## src/rtl/i2c_expander_write_master.sv

```systemverilog
// Single-byte open-drain I2C write master for PCF8574-style expanders, shared by two round-robin requesters.
// Optional macro I2C_WR_RETRY_EN: after a NACK, STOP then replay the frame up to RETRIES extra times.
module i2c_expander_write_master #(
   parameter int CLK_DIV = 125,
   parameter int RETRIES = 2
) (
   input  logic       clk,
   input  logic       reset,
   input  logic       req0,
   input  logic [6:0] adr0,
   input  logic [7:0] dat0,
   output logic       done0,
   output logic       nack0,
   input  logic       req1,
   input  logic [6:0] adr1,
   input  logic [7:0] dat1,
   output logic       done1,
   output logic       nack1,
   output logic       busy,
   output logic       scl_oe,
   output logic       sda_oe,
   input  logic       sda_in
);

   typedef enum logic [2:0] {S_IDLE, S_START, S_BIT, S_STOP, S_DONE} state_t;

   localparam logic [15:0] DIV_LAST = 16'(CLK_DIV - 1);

   if (CLK_DIV < 2 || CLK_DIV > 65535 || RETRIES < 0 || RETRIES > 255) begin : g_bad_param
      $error("i2c_expander_write_master: CLK_DIV or RETRIES out of range");
   end

   state_t      state_q, state_d;
   logic [15:0] div_q, div_d;
   logic [1:0]  qtr_q, qtr_d;
   logic [4:0]  slot_q, slot_d;
   logic [6:0]  adr_q, adr_d;
   logic [7:0]  dat_q, dat_d;
   logic        owner_q, owner_d;
   logic        last_grant_q, last_grant_d;
   logic        nack_q, nack_d;
   logic        busy_q, busy_d;
   logic        done0_q, done0_d, done1_q, done1_d;
   logic        nack0_q, nack0_d, nack1_q, nack1_d;
   logic        scl_oe_q, scl_oe_d, sda_oe_q, sda_oe_d;
   logic        tick, pick;
   logic [17:0] frame_d;
`ifdef I2C_WR_RETRY_EN
   logic [7:0]  retry_q, retry_d;
`endif

   assign tick = (div_q == DIV_LAST);

   // Next-state logic; the pin outputs are decoded from the position the FSM is about to enter
   always_comb begin
      state_d      = state_q;
      div_d        = div_q;
      qtr_d        = qtr_q;
      slot_d       = slot_q;
      adr_d        = adr_q;
      dat_d        = dat_q;
      owner_d      = owner_q;
      last_grant_d = last_grant_q;
      nack_d       = nack_q;
      busy_d       = busy_q;
      done0_d      = 1'b0;
      done1_d      = 1'b0;
      nack0_d      = 1'b0;
      nack1_d      = 1'b0;
      pick         = 1'b0;
`ifdef I2C_WR_RETRY_EN
      retry_d      = retry_q;
`endif
      unique case (state_q)
         S_IDLE: begin
            busy_d = 1'b0;
            div_d  = '0;
            if (!(done0_q || done1_q) && (req0 || req1)) begin
               pick         = (req0 && req1) ? ~last_grant_q : req1;
               state_d      = S_START;
               qtr_d        = 2'd0;
               slot_d       = 5'd0;
               nack_d       = 1'b0;
               owner_d      = pick;
               last_grant_d = pick;
               busy_d       = 1'b1;
               adr_d        = pick ? adr1 : adr0;
               dat_d        = pick ? dat1 : dat0;
`ifdef I2C_WR_RETRY_EN
               retry_d      = 8'(RETRIES);
`endif
            end
         end
         S_START, S_BIT, S_STOP: begin
            div_d = tick ? '0 : div_q + 16'd1;
            if (tick) begin
               qtr_d = qtr_q + 2'd1;
               if (state_q == S_BIT && qtr_q == 2'd2 && (slot_q == 5'd8 || slot_q == 5'd17) && sda_in) begin
                  nack_d = 1'b1;
               end
               if (qtr_q == 2'd3) begin
                  if (state_q == S_START) begin
                     state_d = S_BIT;
                     slot_d  = 5'd0;
                  end else if (state_q == S_BIT) begin
                     if (slot_q == 5'd17 || (slot_q == 5'd8 && nack_q)) begin
                        state_d = S_STOP;
                     end else begin
                        slot_d = slot_q + 5'd1;
                     end
                  end else begin
`ifdef I2C_WR_RETRY_EN
                     if (nack_q && retry_q != 8'd0) begin
                        state_d = S_START;
                        nack_d  = 1'b0;
                        retry_d = retry_q - 8'd1;
                     end else begin
                        state_d = S_DONE;
                     end
`else
                     state_d = S_DONE;
`endif
                  end
               end
            end
         end
         default: begin
            state_d = S_IDLE;
            done0_d = ~owner_q;
            done1_d = owner_q;
            nack0_d = ~owner_q & nack_q;
            nack1_d = owner_q & nack_q;
         end
      endcase

      frame_d  = {adr_d, 1'b0, 1'b1, dat_d, 1'b1};
      scl_oe_d = 1'b0;
      sda_oe_d = 1'b0;
      unique case (state_d)
         S_START: begin
            scl_oe_d = (qtr_d == 2'd3);
            sda_oe_d = (qtr_d != 2'd0);
         end
         S_BIT: begin
            scl_oe_d = (qtr_d == 2'd0) || (qtr_d == 2'd3);
            sda_oe_d = ~frame_d[5'd17 - slot_d];
         end
         S_STOP: begin
            scl_oe_d = (qtr_d == 2'd0);
            sda_oe_d = (qtr_d <= 2'd1);
         end
         default: ;
      endcase
   end

   always_ff @(posedge clk) begin
      if (!reset) begin
         state_q      <= S_IDLE;
         div_q        <= '0;
         qtr_q        <= 2'd0;
         slot_q       <= 5'd0;
         adr_q        <= '0;
         dat_q        <= '0;
         owner_q      <= 1'b0;
         last_grant_q <= 1'b1;
         nack_q       <= 1'b0;
         busy_q       <= 1'b0;
         done0_q      <= 1'b0;
         done1_q      <= 1'b0;
         nack0_q      <= 1'b0;
         nack1_q      <= 1'b0;
         scl_oe_q     <= 1'b0;
         sda_oe_q     <= 1'b0;
`ifdef I2C_WR_RETRY_EN
         retry_q      <= '0;
`endif
      end else begin
         state_q      <= state_d;
         div_q        <= div_d;
         qtr_q        <= qtr_d;
         slot_q       <= slot_d;
         adr_q        <= adr_d;
         dat_q        <= dat_d;
         owner_q      <= owner_d;
         last_grant_q <= last_grant_d;
         nack_q       <= nack_d;
         busy_q       <= busy_d;
         done0_q      <= done0_d;
         done1_q      <= done1_d;
         nack0_q      <= nack0_d;
         nack1_q      <= nack1_d;
         scl_oe_q     <= scl_oe_d;
         sda_oe_q     <= sda_oe_d;
`ifdef I2C_WR_RETRY_EN
         retry_q      <= retry_d;
`endif
      end
   end

   assign done0  = done0_q;
   assign done1  = done1_q;
   assign nack0  = nack0_q;
   assign nack1  = nack1_q;
   assign busy   = busy_q;
   assign scl_oe = scl_oe_q;
   assign sda_oe = sda_oe_q;

endmodule

```

## config.mk

```make
export PLATFORM = sky130hd
export DESIGN_NAME = i2c_expander_write_master
export DESIGN_NICKNAME = d
export VERILOG_FILES = /design/src/rtl/i2c_expander_write_master.sv
export SDC_FILE = /design/constraint.sdc
export NUM_CORES = 1
export LEC_CHECK = 0
export ABC_AREA = 1
export CELL_PAD_IN_SITES_DETAIL_PLACEMENT = 1
export CELL_PAD_IN_SITES_GLOBAL_PLACEMENT = 2
export CORE_ASPECT_RATIO = 0.75
export CORE_MARGIN = 1
export CORE_UTILIZATION = 32
export DETAILED_ROUTE_END_ITERATION = 6
export GPL_ROUTABILITY_DRIVEN = 0
export HOLD_SLACK_MARGIN = 0.12
export MAX_ROUTING_LAYER = met4
export PLACE_DENSITY = 0.92
export SKIP_CTS_REPAIR_TIMING = 1
export SLEW_MARGIN = 30
export SYNTH_ARGS = -nofsm -noshare
export SYNTH_HDL_FRONTEND = slang
export SYNTH_SLANG_ARGS = --single-unit
```

## constraint.sdc

```tcl
create_clock -name clk -period 4.8 [get_ports clk]
set_input_delay 1.44 -clock clk [delete_from_list [all_inputs] [get_ports clk]]
set_output_delay 1.44 -clock clk [all_outputs]
set_load 0.02 [all_outputs]
```

==> flow_results.org <==
** Synth
- Post-Synthesis Net Count :: 536
- The synthesized design spends more area on one cell type than any other, namely sky130_fd_sc_hd__dfxtp_1.
- The average instance in the mapped netlist occupies 6.49 um^2.
- During synthesis, Yosys emitted a total of 0 warnings.
- Sequential cell area fraction in the yosys report :: 0.321
- Count of unique library cells instantiated by Yosys :: 38
- Fraction of synthesized cell area taken by the top area cell type :: 0.321
- Total standard cell area after synthesis :: 0.00318 mm^2
- Top area cells in the synthesized netlist :: sky130_fd_sc_hd__dfxtp_1 32%, sky130_fd_sc_hd__nand2_1 15%, sky130_fd_sc_hd__nand3_1 7.4%, sky130_fd_sc_hd__nor2_1 6.8%, sky130_fd_sc_hd__inv_1 5.8%
- Flops & latches, synth :: 51
- In the synthesized netlist, the number of instances is 490.

** STA
- In the final timing run, aggregate negative setup slack is 0 ns.
- Fmax :: 0.275 GHz
- Of the available clock period, the critical path in the final layout requires 0.758.
- Setup repair after global routing left no endpoint under its margin.
- Clock skew on the completed layout was measured at 0.00873 ns.
- Number of hold violations in the final report :: 0
- Final hold analysis gives a worst-case slack of 0.463 ns.
- Final count of pins violating max slew :: 0
- Max-Slew Margin vs Limit :: 0.406
- Setup violators final :: 0
- For the pin with the worst max-slew slack, the measured transition is 0.889 ns.
- After layout, the minimum clock period comes to 3.64 ns.

** Clock network
- CTS saw 51 sinks.
- Buffers inserted during clock tree synthesis total 5.
- Clock-pin slew was measured on the worst setup and hold paths at 0.07 ns.
- CTS max path bufs :: 2
- In this run the number of H-tree levels came out at 2.
- The later pin in the worst-skew pair is clocked with a latency of 0.30 ns.
- Clock tree synthesis selected as its root buffer the cell sky130_fd_sc_hd__clkbuf_16.
- TritonCTS built the clock tree.

** Floorplan
- Die width :: 117 um
- Die Outline Area :: 0.0103 mm^2
- For this design the top-level I/O count stands at 42.
- Initial Util :: 0.329
- FP Rows :: 31
- Floorplan Core Area :: 0.00966 mm^2
- DIE HEIGHT :: 88.3 um

** Route
- After detailed routing, the number of remaining DRC violations is 0.
- Drt pass-1 iters :: 4
- Total Wirelength :: 9.65 mm
- Via density :: 5.03
- Final antenna-violating net count :: 0
- In this run, the number of DRC markers left after iteration 0 of detailed routing was 133.
- Number of vias after detailed routing :: 3329
- In the final routed layout, each cell accounts on average for 14.6 um.

** Setup path
- Data on the critical path is required at its endpoint by 4.96 ns.
- Slowest stage cell on the critical path :: sky130_fd_sc_hd__clkdlybuf4s50_1
- The critical path goes through clkdlybuf4s50_1, o21ai_0, a31o_2, nand2_1, nand2_1, nand2_4, ha_1, inv_1, nand2_1, nor2_1, nand2_1, nor2_1, nor2_2, nand2_1, a21oi_2.
- Critical setup path kind :: primary input to register
- Slowest cell delay on critical path :: 0.42 ns
- Maximum net fanout on the critical path :: 8
- In this design, the critical path's most frequently occurring cell is sky130_fd_sc_hd__nand2_1.
- Worst endpoint data arrival time :: 3.80 ns
- STA classifies the critical path endpoint as a register.
- STA classifies the critical path startpoint as a primary input.

** Global routing
- Total global routing track utilization :: 0.207
- The first global-routing pass estimated 16.0 mm of wire.
- The initial antenna violation count came to 0.
- Vias in the first global route :: 3187
- Maximum number of pins on one net before global-route repair :: 43
- Final global-route overflow total :: 0

** Final layout
- Layout area overhead :: 21.4%
- # nets final :: 575
- Ratio of cells with drive above 1 in the final layout :: 0.0962
- Antenna diodes :: 0
- Number of fill cells :: 1256

** Power
- Summing internal, switching and leakage power gives 1.03 mW.
- Power spread over the standard cell area amounts to 268 mW/mm^2.
- Cell leakage power :: 1.56 nW
- VDD IR max :: 0.133 mV

** Min path
- The min-delay analysis places its worst path in the category register to register.

** Outcome
- The run finished with clean final reports.

** Job
- Max-cap check violation count :: 0

** Placed design
- Detailed Place HPWL :: 7.39 mm
- Number of port buffers :: 41
==> per-stage QoR <==
| step | worst slack [ns] | utilization | instances | cell area [um^2] |
|---|---|---|---|---|
| floorplan | 1.70 | - | 490 | 3180 |
| global placement | 0.947 | 0.385 | 654 | 3710 |
| detailed placement | 0.902 | 0.385 | 654 | 3710 |
| CTS | 1.19 | 0.400 | 662 | 3860 |
| global route | 0.959 | 0.400 | 662 | 3860 |
| finish | 1.16 | 0.400 | 662 | 3860 |
==> report_power, final <==
| group | internal, mW | switching (mW) |
|---|---|---|
| clock | 0.196 | 0.179 |
| combinational | 0.0786 | 0.124 |
| sequential | 0.446 | 0.0102 |
| total | 0.721 | 0.314 |
==> worst max-delay path: cells and delay by family <==
kind / cells / cell delay (ns)
compound gates: 3 / 0.72
fa+ha+maj: 1 / 0.33
buf+inv: 2 / 0.52
simple gates: 9 / 0.79
==> routing by layer <==
layer | GRT usage | share of wire
met1 | 0.292 | 0.52
met3 | 0.0370 | 0.040
met4 | 0.0437 | 0.012
met2 | 0.308 | 0.43
met5 | - | 0
==> synthesized netlist by cell type (all sizes together) <==
library cell and n:
a21oi 27, buf 5, and3 1, nor4 1, xor2 2, nand2 136
o21a 1, o21ai 25, nor3b 1, nand3 52, nor2 68, dfxtp 51
inv 57, nor3 17, a221oi 4, or2 2, nand4 15, a31o 1
o211ai 4, clkbuf 7, ha 11, a31oi 1, clkinv 1
==> path summary, 6_finish.rpt <==
kind,startpoint,endpoint,slack [ns],cells past startpoint
setup / recovery,req0,sda_oe,1.16,15
hold / removal,div_q[13],div_q[13],0.46,2
setup reg to reg,state_q[2],sda_oe,1.83,16
hold reg to reg,div_q[13],div_q[13],0.46,2
==> state kept, by name, indices dropped and copies added (netlist names) <==
signal        count
dat_q             8
busy              1
sda_oe            1
nack1             1
qtr_q             2
nack0             1
div_q            16
last_grant_q      1
scl_oe            1
done0             1
nack_q            1
adr_q             7
done1             1
owner_q           1
slot_q            5
state_q           3
==> placed cells by master, fill, tap and decap left out, drive strengths merged <==
| cell type | instances |
|---|---|
| buf | 3 |
| nand4 | 15 |
| inv | 58 |
| or2 | 2 |
| nor3b | 1 |
| ha | 11 |
| nor3 | 17 |
| a31oi | 1 |
| nand2 | 136 |
| o211ai | 4 |
| nand3 | 52 |
| a31o | 1 |
| o21ai | 25 |
| xor2 | 2 |
| clkinv | 3 |
| clkbuf | 5 |
| nor4 | 1 |
| o21a | 1 |
| clkdlybuf4s50 | 41 |
| and3 | 1 |
| nor2 | 68 |
| dfxtp | 51 |
| a221oi | 4 |
| a21oi | 27 |
==> layout make-up <==
class	count	area (um^2)	area share
repair buffers	44	433	0.112
flip-flops and latches	51	1020	0.264
clock buffers	5	125	0.0324
multi-input cells	369	1880	0.486
clock inverters	3	22.5	0.00583
well taps	132	165	0.0428
inverters	58	220	0.0570
==> cells by family after synthesis <==
group	Yosys count	synth area share
simple gates	293	0.419
buf+inv	70	0.0893
compound gates	63	0.122
flops	51	0.321
fa+ha+maj	11	0.0433
xor+xnor	2	0.00551
No activity file was read; power rests on OpenSTA's default activity.
==> RTL change 1: new RTL, config.mk and constraints unchanged <==
The option `I2C_WR_RETRY_EN` is turned on by a define.
--- a/src/rtl/i2c_expander_write_master.sv
+++ b/src/rtl/i2c_expander_write_master.sv
@@ -1,4 +1,6 @@
 // Single-byte open-drain I2C write master for PCF8574-style expanders, shared by two round-robin requesters.
 // Optional macro I2C_WR_RETRY_EN: after a NACK, STOP then replay the frame up to RETRIES extra times.
+`define I2C_WR_RETRY_EN
+
 module i2c_expander_write_master #(
    parameter int CLK_DIV = 125,
Formal check against the unedited RTL: no difference found for any inputs over 10 cycles, from zero or initial values and one cycle with reset low; that may be too few to reach the edited logic, so the function may still have changed.
==> RTL change 1 against the unedited design <==
  * Cell count increased by 7.1%
  * Worst hold slack got worse by 0.0017 ns
  * Setup slack got worse by 0.17 ns
  * Non-clock buffer count unchanged
  * Core utilization increased by 1.2 points
  * Wire length decreased by 1.8%
  * Design area increased by 11%
  * Register-to-register slack improved by 0.44 ns
  * Total power increased by 26%
  * Critical path depth increased by 1
  * Sequential cell count increased by 8
  * Area after synthesis increased by 10%
==> RTL change 1: results (changes against the unedited design) <==
Setup path
  – Worst reg2reg setup slack: 2.27 ns (+0.44 ns)
  – Reg2reg start: last_grant_q$_SDFFE_PN1P_
  – R2R depth: 15 (-1)
  – Worst-path fanout max: 18 (+10)
  – Arrival @ worst endpoint: 4.06 ns (+0.26 ns)

Logic synthesis
  – Synth top cells by count: 140 x nand2_1, 59 x dfxtp_1, 56 x nor2_1
  – Synth cell types: 42 (+11%)
  – Syn Inst Count: 525 (+7.1%)
  – Post-synthesis sequential area ratio: 0.338 (+0.0166)

Pwr
  – P_comb: 0.000180 W (-11%)
  – Maximum VDD drop: 0.000170 V (+28%)

Routing
  – WL met3: 277 um (-28%)
  – WL final: 9.48 mm (-1.8%)
  – Met2 wire length: 4.55 mm (+9.3%)
  – Vias per cell: 4.80 (-4.6%)

Global route
  – Total track usage: 0.191 (-0.0166)
  – GRT met1 Usage: 0.223 (-0.0690)
  – GRT met3 Usage: 0.0419 (+0.00489)
  – First-pass GRT wire length: 16.4 mm (+2.5%)
  – Met2 Use GR: 0.321 (+0.0125)

Timing
  – Max-slew headroom: 0.664 (+0.258)
  – Fin Clk Skew: 0.00473 ns (-0.00400 ns)

Min path
  – Hold Path End: last_grant_q$_SDFFE_PN1P_

Clock network
  – Clk pin slew, worst setup/hold paths: 0.05 ns (-0.02 ns)
  – H-tree level count: 3 (+1)

Place
  – Placed insts: 693 (+6.0%)
  – Area after DPL: 4030 um2 (+8.6%)
  – DP HPWL: 7.24 mm (-2.0%)

Status
  – Status: completed

Final layout
  – Fraction of layout cells with a size suffix above 1: 0.129 (+0.0329)
## RTL change 1: how the worst max path moves through the flow
stage,endpoint,cells after the start,start,slack [ns]
finish,sda_oe$_SDFF_PN0_,16,req0,1.0
floorplan,sda_oe$_SDFF_PN0_,13,req1,1.77
global route,sda_oe$_SDFF_PN0_,16,req0,0.66
CTS,sda_oe$_SDFF_PN0_,16,req0,0.97
detailed placement,sda_oe$_SDFF_PN0_,16,req0,0.64
global placement,sda_oe$_SDFF_PN0_,16,req0,0.79
## RTL change 1: kinds of logic after synthesis
kind of cell | synth area share
simple gates | 0.394
buf+inv | 0.0998
compound gates | 0.123
xor+xnor | 0.00250
fa+ha+maj | 0.0429
flops | 0.338
## RTL change 1: area by class of cell
class | instances | area (um2)
multi-input cells | 380 | 1970
inverters | 74 | 280
repair buffers | 44 | 433
clock buffers | 14 | 264
clock inverters | 2 | 10.0
fillers | 1334 | 6140
flip-flops and latches | 59 | 1180
well taps | 136 | 170
==> RTL change 2: new RTL, same flow settings <==
Made on the original files. Re-encode `state_t` (5 states) as one-hot, 5 bits wide.
--- a/src/rtl/i2c_expander_write_master.sv
+++ b/src/rtl/i2c_expander_write_master.sv
@@ -23,5 +23,5 @@
 );
 
-   typedef enum logic [2:0] {S_IDLE, S_START, S_BIT, S_STOP, S_DONE} state_t;
+   typedef enum logic [4:0] {S_IDLE = 5'b00001, S_START = 5'b00010, S_BIT = 5'b00100, S_STOP = 5'b01000, S_DONE = 5'b10000} state_t;
 
    localparam logic [15:0] DIV_LAST = 16'(CLK_DIV - 1);
Function: no difference found for any inputs over 10 cycles, from zero or initial values and one cycle with reset low; not proved beyond that.
==> RTL change 2 against the unedited design <==
  * Wire length grew 5.1%
  * Setup slack lost 0.35 ns
  * Total power grew 32%
  * Critical path type unchanged
  * Area after synthesis grew 0.79%
  * Via count shrank 4.5%
  * Clock power grew 28%
  * Sequential cell count grew 2
  * Design area grew 2.2%
==> RTL change 2: results (changes against the unedited design) <==
Final layout
  – Non-clock inverter count: 63 (+8.6%)
  – Fin util: 0.407 (+0.00705)
  – Sequential cell area share: 0.269 (+0.00453)
  – Area of the multi-input gates: 1860 um2 (-0.60%)
  – Fin cells: 644 (-2.7%)
  – Nets@finish: 557 (-3.1%)
  – Layout non-clock buf frac: 0.108 (-0.00428)
  – Fillcell total: 1248 (-0.64%)
  – Largest registers: div_q x16, dat_q x8, adr_q x7
  – Fraction of layout cells with a size suffix above 1: 0.111 (+0.0151)
  – Buffers, non-clock: 43 (-2.3%)
  – Multi-input gate count: 345 (-6.5%)
  – Clock buf/inv share: 0.0491 (+0.0109)

Logic synthesis
  – Post-synthesis sequential area ratio: 0.331 (+0.00998)
  – Synth cell types: 42 (+11%)
  – Mean post-synth cell area: 6.81 um2 (+4.9%)
  – Synth top cells by count: 98 x nand2_1, 61 x nor2_1, 53 x dfxtp_1
  – Largest cells by area after synthesis: dfxtp_1 33%, nand2_1 11%, nor2_1 7.1%, nand3_1 7.0%, inv_1 6.1%
  – Syn Nets: 517 (-3.5%)
  – #FFs+latches synth: 53 (+3.9%)

Routing
  – Met2 wire length: 4.41 mm (+5.9%)
  – Initial DRC Count: 104 (-22%)
  – Wire length per cell: 15.8 um (+8.0%)
  – M1 WL: 5.45 mm (+9.4%)
  – WL met3: 209 um (-46%)

Global route
  – GRT met1 Usage: 0.287 (-0.00416)
  – Total track usage: 0.207 (about the same)
  – Met2 Use GR: 0.324 (+0.0156)
  – Largest net degree at the start of global routing: 30 (-30%)
  – GRT met3 Usage: 0.0277 (-0.00928)
  – First-pass GRT wire length: 16.4 mm (+2.3%)

Setup path
  – Worst-path fanout max: 24 (+16)

Timing
  – Fin Clk Skew: 0.00710 ns (-0.00163 ns)
  – Max-slew headroom: 0.620 (+0.213)

Pwr
  – Leak: 1.61 nW (+2.7%)

Place
  – DP HPWL: 7.79 mm (+5.5%)
  – Area after DPL: 3750 um2 (+1.0%)
  – Placed insts: 636 (-2.8%)
  – Post-Place Setup Slack: 0.611 ns (-0.291 ns)

Status
  – Status: completed
-- RTL change 2: critical path, cell delays in order --
cell             delay (ns)
clkdlybuf4s50_1        0.48
nor2_1                 0.05
nor3_1                 0.33
nand2_1                0.46
inv_2                  0.46
o21ai_0                0.19
o21ai_0                0.17
nand3_1                0.13
nand3_1                0.09
nand2_1                0.05
nand2_1                0.07
nand3_1                0.07
nand3_1                0.07
nand2_1                0.07
a21oi_2                0.10
-- RTL change 2: power by group --
| part | switching [W] | internal, W | total [W] | leakage [nW] |
|---|---|---|---|---|
| registers | 0.0000175 | 0.000484 | 0.000502 | 0.432 |
| logic | 0.000245 | 0.000136 | 0.000381 | 1.08 |
| clock network | 0.000178 | 0.000301 | 0.000479 | 0.0944 |
-- RTL change 2: kinds of logic (layout without fill, tap and decap cells) --
kind of cell / count (synthesis) / after routing / synth area share
AOI/OAI and AO/OA: 69 / 69 / 0.135
xor gates and xnor gates: 6 / 6 / 0.0164
buffers and inverters: 73 / 114 / 0.0874
DFF: 53 / 53 / 0.331
and+or+nand+nor: 259 / 259 / 0.388
adders and majority gates: 11 / 11 / 0.0429
-- RTL change 2: final timing paths --
| check | start | endpoint | cells after the start | slack (ns) |
|---|---|---|---|---|
| worst max-delay path | req1 | sda_oe$_SDFF_PN0_ | 15 | 0.81 |
| worst min-delay path | owner_q$_SDFFE_PN0P_ | done0$_SDFF_PP0_ | 1 | 0.48 |
| worst max register to register | slot_q[0]$_SDFF_PN0_ | sda_oe$_SDFF_PN0_ | 16 | 2.02 |
| worst min register to register | owner_q$_SDFFE_PN0P_ | done0$_SDFF_PP0_ | 1 | 0.48 |
